===== src/rtl/hex_reg_loader_pkg.sv =====
// ---------------------------------------------------------------------------
// hex_reg_loader_pkg
// Shared types and constants for the hex D-register load sequencer.
// Rev 1.0 - initial release
// ---------------------------------------------------------------------------
`default_nettype none

package hex_reg_loader_pkg;

  // Width of the downstream hex D-register
  localparam int HEX_W = 6;

  // Default timing, in system clock cycles
  localparam int DEF_SETUP_CYCLES = 2;
  localparam int DEF_PULSE_CYCLES = 1;
  localparam int DEF_HOLD_CYCLES  = 1;

  typedef enum logic [2:0] {
    ST_IDLE   = 3'd0,
    ST_SETUP  = 3'd1,
    ST_STROBE = 3'd2,
    ST_HOLD   = 3'd3,
    ST_CLEAR  = 3'd4
  } state_e;

  // Largest of three interval lengths; sizes the shared down-counter
  function automatic int max3(input int a, input int b, input int c);
    int m;
    m = (a > b) ? a : b;
    return (m > c) ? m : c;
  endfunction

endpackage

`default_nettype wire


===== src/rtl/hex_reg_loader_timer.sv =====
// ---------------------------------------------------------------------------
// hex_reg_loader_timer
// Loadable down-counter that stops at zero; tc_o flags the last cycle of
// the interval being timed.
// Rev 1.0 - initial release
// ---------------------------------------------------------------------------
`default_nettype none

module hex_reg_loader_timer #(
  parameter int W = 2
) (
  input  logic         clk_i,
  input  logic         rst_ni,
  input  logic         load_i,
  input  logic [W-1:0] load_val_i,
  output logic         tc_o
);

  logic [W-1:0] count_q;
  logic [W-1:0] count_d;

  // Load on request, otherwise count down and park at zero
  always_comb begin
    count_d = count_q;
    if (load_i) begin
      count_d = load_val_i;
    end else if (count_q != '0) begin
      count_d = count_q - 1'b1;
    end
  end

  // Counter register
  always_ff @(posedge clk_i) begin
    if (!rst_ni) begin
      count_q <= '0;
    end else begin
      count_q <= count_d;
    end
  end

  assign tc_o = (count_q == '0);

endmodule

`default_nettype wire


===== src/rtl/hex_reg_loader.sv =====
// ---------------------------------------------------------------------------
// hex_reg_loader
// Drives D/CLK/_MR of a 74174-class hex register: accepts a word on a
// valid/ready handshake, holds it for a setup interval, pulses the register
// clock, holds it afterwards, and issues clears on request.
// Optional feature macro: HEX_REG_LOADER_READBACK_EN (readback check -> ERR).
// Rev 1.0 - initial release
// ---------------------------------------------------------------------------
`default_nettype none

module hex_reg_loader
  import hex_reg_loader_pkg::*;
#(
  parameter int SETUP_CYCLES = DEF_SETUP_CYCLES,
  parameter int PULSE_CYCLES = DEF_PULSE_CYCLES,
  parameter int HOLD_CYCLES  = DEF_HOLD_CYCLES
) (
  input  logic             clk_i,
  input  logic             mr_n_i,
  input  logic [HEX_W-1:0] d_in_i,
  input  logic             load_valid_i,
  output logic             load_ready_o,
  input  logic             clr_req_i,
  input  logic [HEX_W-1:0] q_in_i,
  output logic [HEX_W-1:0] reg_d_o,
  output logic             reg_clk_o,
  output logic             reg_mr_n_o,
  output logic             err_o
);

  localparam int CNT_W = $clog2(max3(SETUP_CYCLES, PULSE_CYCLES, HOLD_CYCLES) + 1);

  state_e           state_q, state_d;
  logic [HEX_W-1:0] reg_d_q, reg_d_d;
  logic             reg_clk_q, reg_clk_d;
  logic             reg_mr_n_q, reg_mr_n_d;
  logic             load_ready_q, load_ready_d;
  logic             tmr_load, tmr_tc;
  logic [CNT_W-1:0] tmr_val;
  logic             accept_clr, accept_load;

  // A request only counts once READY is actually visible to the requester;
  // clear takes priority over a simultaneous load
  assign accept_clr  = (state_q == ST_IDLE) && load_ready_q && clr_req_i;
  assign accept_load = (state_q == ST_IDLE) && load_ready_q && !clr_req_i && load_valid_i;

  // State register
  always_ff @(posedge clk_i) begin
    if (!mr_n_i) begin
      state_q <= ST_IDLE;
    end else begin
      state_q <= state_d;
    end
  end

  // Next-state logic; each timed state leaves on the counter's terminal count
  always_comb begin
    state_d = state_q;
    case (state_q)
      ST_IDLE: begin
        if (accept_clr) begin
          state_d = ST_CLEAR;
        end else if (accept_load) begin
          state_d = ST_SETUP;
        end
      end
      ST_SETUP:  if (tmr_tc) state_d = ST_STROBE;
      ST_STROBE: if (tmr_tc) state_d = ST_HOLD;
      ST_HOLD:   if (tmr_tc) state_d = ST_IDLE;
      ST_CLEAR:  if (tmr_tc) state_d = ST_IDLE;
      default:   state_d = ST_IDLE;
    endcase
  end

  // Outputs are computed from the next state so the registered pins
  // change on the same edge as the state itself
  always_comb begin
    reg_d_d      = accept_load ? d_in_i : reg_d_q;
    reg_clk_d    = (state_d == ST_STROBE);
    reg_mr_n_d   = (state_d != ST_CLEAR);
    load_ready_d = (state_d == ST_IDLE);
  end

  // Output registers; reset forces REG_CLK low and asserts the register clear
  always_ff @(posedge clk_i) begin
    if (!mr_n_i) begin
      reg_d_q      <= '0;
      reg_clk_q    <= 1'b0;
      reg_mr_n_q   <= 1'b0;
      load_ready_q <= 1'b0;
    end else begin
      reg_d_q      <= reg_d_d;
      reg_clk_q    <= reg_clk_d;
      reg_mr_n_q   <= reg_mr_n_d;
      load_ready_q <= load_ready_d;
    end
  end

  // Counter is reloaded with (length - 1) whenever a timed state is entered
  always_comb begin
    tmr_load = (state_d != state_q) && (state_d != ST_IDLE);
    case (state_d)
      ST_SETUP:  tmr_val = CNT_W'(SETUP_CYCLES - 1);
      ST_STROBE: tmr_val = CNT_W'(PULSE_CYCLES - 1);
      ST_HOLD:   tmr_val = CNT_W'(HOLD_CYCLES - 1);
      ST_CLEAR:  tmr_val = CNT_W'(PULSE_CYCLES - 1);
      default:   tmr_val = '0;
    endcase
  end

  hex_reg_loader_timer #(
    .W (CNT_W)
  ) u_timer (
    .clk_i      (clk_i),
    .rst_ni     (mr_n_i),
    .load_i     (tmr_load),
    .load_val_i (tmr_val),
    .tc_o       (tmr_tc)
  );

  assign reg_d_o      = reg_d_q;
  assign reg_clk_o    = reg_clk_q;
  assign reg_mr_n_o   = reg_mr_n_q;
  assign load_ready_o = load_ready_q;

`ifdef HEX_REG_LOADER_READBACK_EN
  logic err_q, err_d;
  logic clr_done_q;
  logic mismatch;

  // Compare Q at the end of HOLD and in the first IDLE cycle after a clear
  always_comb begin
    mismatch = 1'b0;
    if ((state_q == ST_HOLD) && tmr_tc && (q_in_i != reg_d_q)) begin
      mismatch = 1'b1;
    end
    if (clr_done_q && (q_in_i != '0)) begin
      mismatch = 1'b1;
    end
    err_d = err_q | mismatch;
  end

  // Sticky error flag and marker for the cycle following a finished clear
  always_ff @(posedge clk_i) begin
    if (!mr_n_i) begin
      err_q      <= 1'b0;
      clr_done_q <= 1'b0;
    end else begin
      err_q      <= err_d;
      clr_done_q <= (state_q == ST_CLEAR) && (state_d == ST_IDLE);
    end
  end

  assign err_o = err_q;
`else
  // Readback not built: Q is intentionally ignored
  logic unused_q_in;
  assign unused_q_in = ^q_in_i;
  assign err_o       = 1'b0;
`endif

endmodule

`default_nettype wire


===== config.mk =====
export PLATFORM = sky130hd
export DESIGN_NAME = hex_reg_loader
export DESIGN_NICKNAME = d
export VERILOG_FILES = /design/src/rtl/hex_reg_loader_pkg.sv /design/src/rtl/hex_reg_loader_timer.sv /design/src/rtl/hex_reg_loader.sv
export SDC_FILE = /design/constraint.sdc
export NUM_CORES = 1
export LEC_CHECK = 0
export ABC_AREA = 1
export CAP_MARGIN = 20
export CORE_ASPECT_RATIO = 0.7
export CORE_UTILIZATION = 25
export DETAILED_ROUTE_END_ITERATION = 10
export GPL_TIMING_DRIVEN = 0
export SLEW_MARGIN = 20
export SYNTH_ARGS = -nofsm -noshare
export SYNTH_HDL_FRONTEND = slang
export SYNTH_HIERARCHICAL = 1
export SYNTH_SLANG_ARGS = --single-unit

===== constraint.sdc =====
create_clock -name clk_i -period 4.7 [get_ports clk_i]
set_input_delay 0.94 -clock clk_i [delete_from_list [all_inputs] [get_ports clk_i]]
set_output_delay 0.94 -clock clk_i [all_outputs]
set_load 0.1 [all_outputs]

# After elaboration in Yosys (flattened, before gate mapping)
# Cells that the tools add are included.
# W data, S select, Z words.
word_totals:
  regBits: 14
  inputBits: 16
  output_inout_bits: 10
  word_cells: 37
op_classes:
  addsub: 1
  n_eq_ne: 8
  n_mux: 9
  n_reduce_logical: 13
ops:
  columns: ["cell", "n"]
  rows:
  - ["$mux W3", 5]
  - ["$pmux W3 S4", 1]
  - ["$eq A3 B2 Y1 const B", 3]
  - ["$eq A3 B1 Y1 const B", 2]
  - ["$logic_not A3 Y1", 2]
  - ["$logic_and A1 B1 Y1", 5]
  - ["$mux W2", 2]
  - ["$reduce_bool A2 Y1", 2]
  - ["$eq A3 B3 Y1 const B", 1]
  - ["$ne A3 B3 Y1", 1]
  - ["$ne A3 B3 Y1 const B", 1]
  - ["$reduce_bool A3 Y1", 1]
  - ["$logic_not A2 Y1", 1]
  - ["$reduce_or A2 Y1", 1]
  - ["$sub A2 B1 Y2 const B", 1]
  - ["$logic_not A1 Y1", 1]
  - ["$mux W1", 1]

# Depth between registers and ports, before layout
logic_depth:
  word_depth: 10
  ltp_mapped: 13
  ltp_nobuf: 13

# Hierarchy
# The synthesis kept the hierarchy.
modules_own_cells:
  columns: ["mod", "n_inst", "cells_per_inst", "area_each_um2", "seq_area_each_um2"]
  rows:
  - ["hex_reg_loader", 1, 80, 576.8, 240.2]
  - ["hex_reg_loader_timer", 1, 16, 110.1, 40.0]

# Worst setup path before layout
# Ideal clock, no wire load.
synth_timing:
  kind: "flip-flop to flip-flop"
  start: "register load_ready_q (netlist: load_ready_o)"
  end: "register u_timer.count_q[1]"
  arrival_time_ps: 1860
  setup_slack_ps: 2720
  path_stages_with_launch: 10
  path_buffers: 0
  path_cell_list: "dfxtp_1 -> nand4_4 -> nand2_1 -> o21bai_1 -> nand2_1 -> nand2_1 -> inv_1 -> inv_1 -> o21ai_0 -> a21oi_1"
synth_via:
  elab_chain_cells: 9
  word_cells_on_any_way: 12
synth_lines:
  columns: ["element", "line_no", "rtl"]
  rows:
  - ["start: declaration", "hex_reg_loader.sv:37", "logic load_ready_q, load_ready_d;"]
  - ["start signal: assignment", "hex_reg_loader.sv:95", "load_ready_q <= load_ready_d;"]
  - ["$logic_and A1 B1 Y1 *", "hex_reg_loader.sv:44, hex_reg_loader.sv:45", null]
  - ["$logic_and A1 B1 Y1 (2 in a row)", "hex_reg_loader.sv:45", "assign accept_load = (state_q == ST_IDLE) && load_ready_q && !clr_req_i && load_valid_i;"]
  - ["$mux W3", "hex_reg_loader.sv:63", "end else if (accept_load) begin"]
  - ["$mux W3 *", "hex_reg_loader.sv:61", "if (accept_clr) begin"]
  - ["$pmux W3 S4 *", "hex_reg_loader.sv:59", "case (state_q)"]
  - ["$ne A3 B3 Y1 or $reduce_bool A3 Y1 (tied branches)", "hex_reg_loader.sv:101", "tmr_load = (state_d != state_q) && (state_d != ST_IDLE);"]
  - ["$logic_and A1 B1 Y1 *", "hex_reg_loader.sv:101", null]
  - ["named net tmr_load", "hex_reg_loader.sv:38", "logic tmr_load, tmr_tc;"]
  - ["$mux W2 or $reduce_bool A2 Y1 (tied branches)", null, null]
  - ["end signal: assignment", "hex_reg_loader_timer.sv:37", "count_q <= count_d;"]
  - ["end: declaration", "hex_reg_loader_timer.sv:19", "logic [W-1:0] count_q;"]
# The timed path passes the listed nets; every way through them passes the cells marked *.
# A chain may end at the register's enable or synchronous reset.

# Final worst setup path
layout_timing:
  start: "register load_ready_q (netlist: load_ready_o)"
  end: "output load_ready_o"
layout_rtl:
  columns: ["element", "line_no", "rtl"]
  rows:
  - ["end: declaration", "hex_reg_loader.sv:22", "output logic load_ready_o,"]
# No word-level cell between the ends.

==> reports/qor.json <==
{
  "critical_path.cell_chain": "clkdlybuf4s50_1",
  "result_of_the_run": "completed",
  "final.setup.tns_ps": 0,
  "grt.overflow.total": 0,
  "regToRegStartpoint": "u_timer/count_q[0]$_SDFFE_PN0P_",
  "yosys_warnings": 6,
  "number_of_global_route_vias_before_repair": 528,
  "clock_sink_count": 14,
  "total_power_uw": 658,
  "postCtsSetupBuffers": 0,
  "timing.final.crit_share": 0.595,
  "drive_above_1_share": 0.118,
  "detail_route.iter0.violations": 38,
  "cts-root-to-sink-buffers": 2,
  "synth.cell_area_um2": 687,
  "setup.worst_path.class": "reg2out",
  "distinct_cells_synth": 21,
  "yosys.area.top_type_share": 0.408,
  "postSynthAreaPerCell_um2": 7.16,
  "antenna-diode-count": 0,
  "critPathBufInv": 1,
  "ctsRootBufferMaster": "sky130_fd_sc_hd__clkbuf_8",
  "finalWorstSetupSlack_ps": 1900,
  "postLayoutCoreUtil": 0.382,
  "finalMaxSlewViolations": 0,
  "antenna_found_initial": 0,
  "postCtsHoldBufs": 0,
  "ys_ff_latch": 14,
  "crit_family": "buffers and inverters",
  "power_density_nw_per_um2": 680,
  "cpPeakStageDelay_ps": 1170,
  "cts_made_buffers": 3,
  "grt_max_degree": 12,
  "row_count": 15,
  "fin_worst_hold_slack_ps": 482,
  "routedWlPerCell_um": 9.35,
  "timing.final.crit_period_ps": 2800,
  "post-place-ws_ps": 2090,
  "clkLatencyLatePin_ps": 240,
  "mostFrequentLayoutCell": "sky130_fd_sc_hd__nor2_1",
  "cp-startpoint": "load_ready_o$_SDFF_PN0_",
  "dpl.hpwl_um": 1110,
  "gp_congestion": 0.757,
  "die_area_um2": 2960,
  "mapped_cells": 96,
  "floorplan.die.height_um": 45.9,
  "timing.clock.skew_ps": 1.47,
  "worst_path_max_delay_cell": "sky130_fd_sc_hd__clkdlybuf4s50_1",
  "clk_pin_slew_worst_paths_ps": 60,
  "wire_length_of_the_first_global_routing_pass_um": 2210,
  "synth_ff_type": "sky130_fd_sc_hd__dfxtp_1",
  "start_util": 0.271,
  "arrival_ps": 1860,
  "timing_worst_slew_pin_value_ps": 987,
  "seq_area_frac_synth": 0.408,
  "crit_path_start_kind": "register",
  "cts_repair_resize_count": 0,
  "max-slew-margin-rel": 0.340,
  "most-common-layout-cells": "sky130_fd_sc_hd__nor2_1, sky130_fd_sc_hd__clkdlybuf4s50_1, sky130_fd_sc_hd__nand2_1",
  "route.vias.total": 670,
  "die_x_um": 64.7,
  "nets": 137,
  "timing.critical_path.to_type": "primary output",
  "max_clock_freq_mhz": 357,
  "input_output_buffers": 18,
  "tritoncts": "yes",
  "ant_nets": 0,
  "synth_largest_area_cell": "sky130_fd_sc_hd__dfxtp_1",
  "hold_path_startpoint": "reg_d_o[1]$_SDFFE_PN0P_",
  "crit_path_max_fanout": 4,
  "h_tree_levels": 1,
  "grt_setup_unrepaired": "no",
  "cp_data_required_time_ps": 3760,
  "wirelength_um": 1430,
  "min-delay-path-class": "reg2reg",
  "synthArstFlopShare": 0,
  "maxCapViolations": 0,
  "design.portCount": 26,
  "drcViolationCount": 0,
  "synth_area_leaders": "sky130_fd_sc_hd__dfxtp_1, sky130_fd_sc_hd__nor2_1, sky130_fd_sc_hd__nand2_1",
  "core_footprint_um2": 2530,
  "setup_violations": 0,
  "drt_pre_antenna_iters": 4,
  "total_leakage_power_uw": 0.000429,
  "area_delta_synth_final_pct": 41.0,
  "final_hold_viol_count": 0,
  "synth-edff-count": 0,
  "ir_worst_vdd_mv": 0.258,
  "grt_usage": 0.103,
  "number_of_vias_per_cell_after_detailed_routing": 4.38
}
sequential cells by signal, summed over array words and instances, names as in the netlist:
signal           cells
load_ready_o         1
state_q              3
reg_mr_n_o           1
u_timer/count_q      2
reg_clk_o            1
reg_d_o              6
synthesized netlist by cell type, types with 2 or more instances:
library cell / count
sky130_fd_sc_hd__nor2_1: 20
sky130_fd_sc_hd__nand2_1: 17
sky130_fd_sc_hd__dfxtp_1: 14
sky130_fd_sc_hd__inv_1: 13
sky130_fd_sc_hd__o21ai_0: 10
sky130_fd_sc_hd__a21oi_1: 4
sky130_fd_sc_hd__nand2_2: 2
sky130_fd_sc_hd__nand3_2: 2
sky130_fd_sc_hd__o21bai_1: 2
where the power goes:
| part | leakage, µW | switching, µW | internal, µW | total (µW) |
|---|---|---|---|---|
| Clock | 0.0000288 | 41.2 | 74.2 | 115 |
| Sequential | 0.000115 | 24.7 | 150 | 174 |
| Combinational | 0.000286 | 259 | 109 | 368 |
area by class of cell:
cell class,instances,area [µm²]
fillers,285,1570
multi-input cells,68,350
flip-flops and latches,14,280
repair buffers,18,180
clock buffers,4,55.1
inverters,14,52.6
well taps,34,42.5
plain buffers,1,7.51
kinds of logic after synthesis:
logic type,Yosys count,synth area share
buffers and inverters,15,0.0874
flip-flops,14,0.408
AO/OA/AOI/OAI,19,0.157
other,1,0.00546
AND/OR/NAND/NOR,46,0.324
adder cells (fa/ha/maj),1,0.0182
per-stage QoR:
step | std cells | cell area, µm²
6_report | 153 | 968
3_5_place_dp | 149 | 913
3_3_place_gp | 149 | 913
4_1_cts | 153 | 968
5_1_grt | 153 | 968
2_1_floorplan | 97 | 691
worst paths after layout:
| check | to | slack (ps) | cells past startpoint |
|---|---|---|---|
| worst max register to register | u_timer/count_q[0]$_SDFFE_PN0P_ | 3010 | 13 |
| worst min register to register | reg_d_o[1]$_SDFFE_PN0P_ | 480 | 2 |
| worst max-delay path | load_ready_o | 1900 | 1 |
| worst min-delay path | reg_d_o[1]$_SDFFE_PN0P_ | 480 | 2 |
worst register-to-register path: stages (launching register included):
cell	delay (ps)
sky130_fd_sc_hd__dfxtp_1	300
sky130_fd_sc_hd__inv_1	70
sky130_fd_sc_hd__ha_1	360
sky130_fd_sc_hd__inv_1	100
sky130_fd_sc_hd__nand2_1	80
sky130_fd_sc_hd__nand2_1	50
sky130_fd_sc_hd__nand2_1	120
sky130_fd_sc_hd__o21bai_1	80
sky130_fd_sc_hd__nand2_1	70
sky130_fd_sc_hd__nand2_1	50
sky130_fd_sc_hd__inv_1	60
sky130_fd_sc_hd__inv_1	60
sky130_fd_sc_hd__o21ai_0	140
sky130_fd_sc_hd__a21oi_1	50
metal layers:
| layer | track usage | up-vias | wire (µm) |
|---|---|---|---|
| li1 | - | 348 | - |
| met1 | 0.130 | 296 | 702 |
| met2 | 0.149 | 24 | 576 |
| met3 | 0.0550 | 2 | 140 |
| met4 | 0.0400 | 0 | 11 |
| met5 | 0 | - | 0 |
Note: power is estimated with default switching activity, not from simulation.
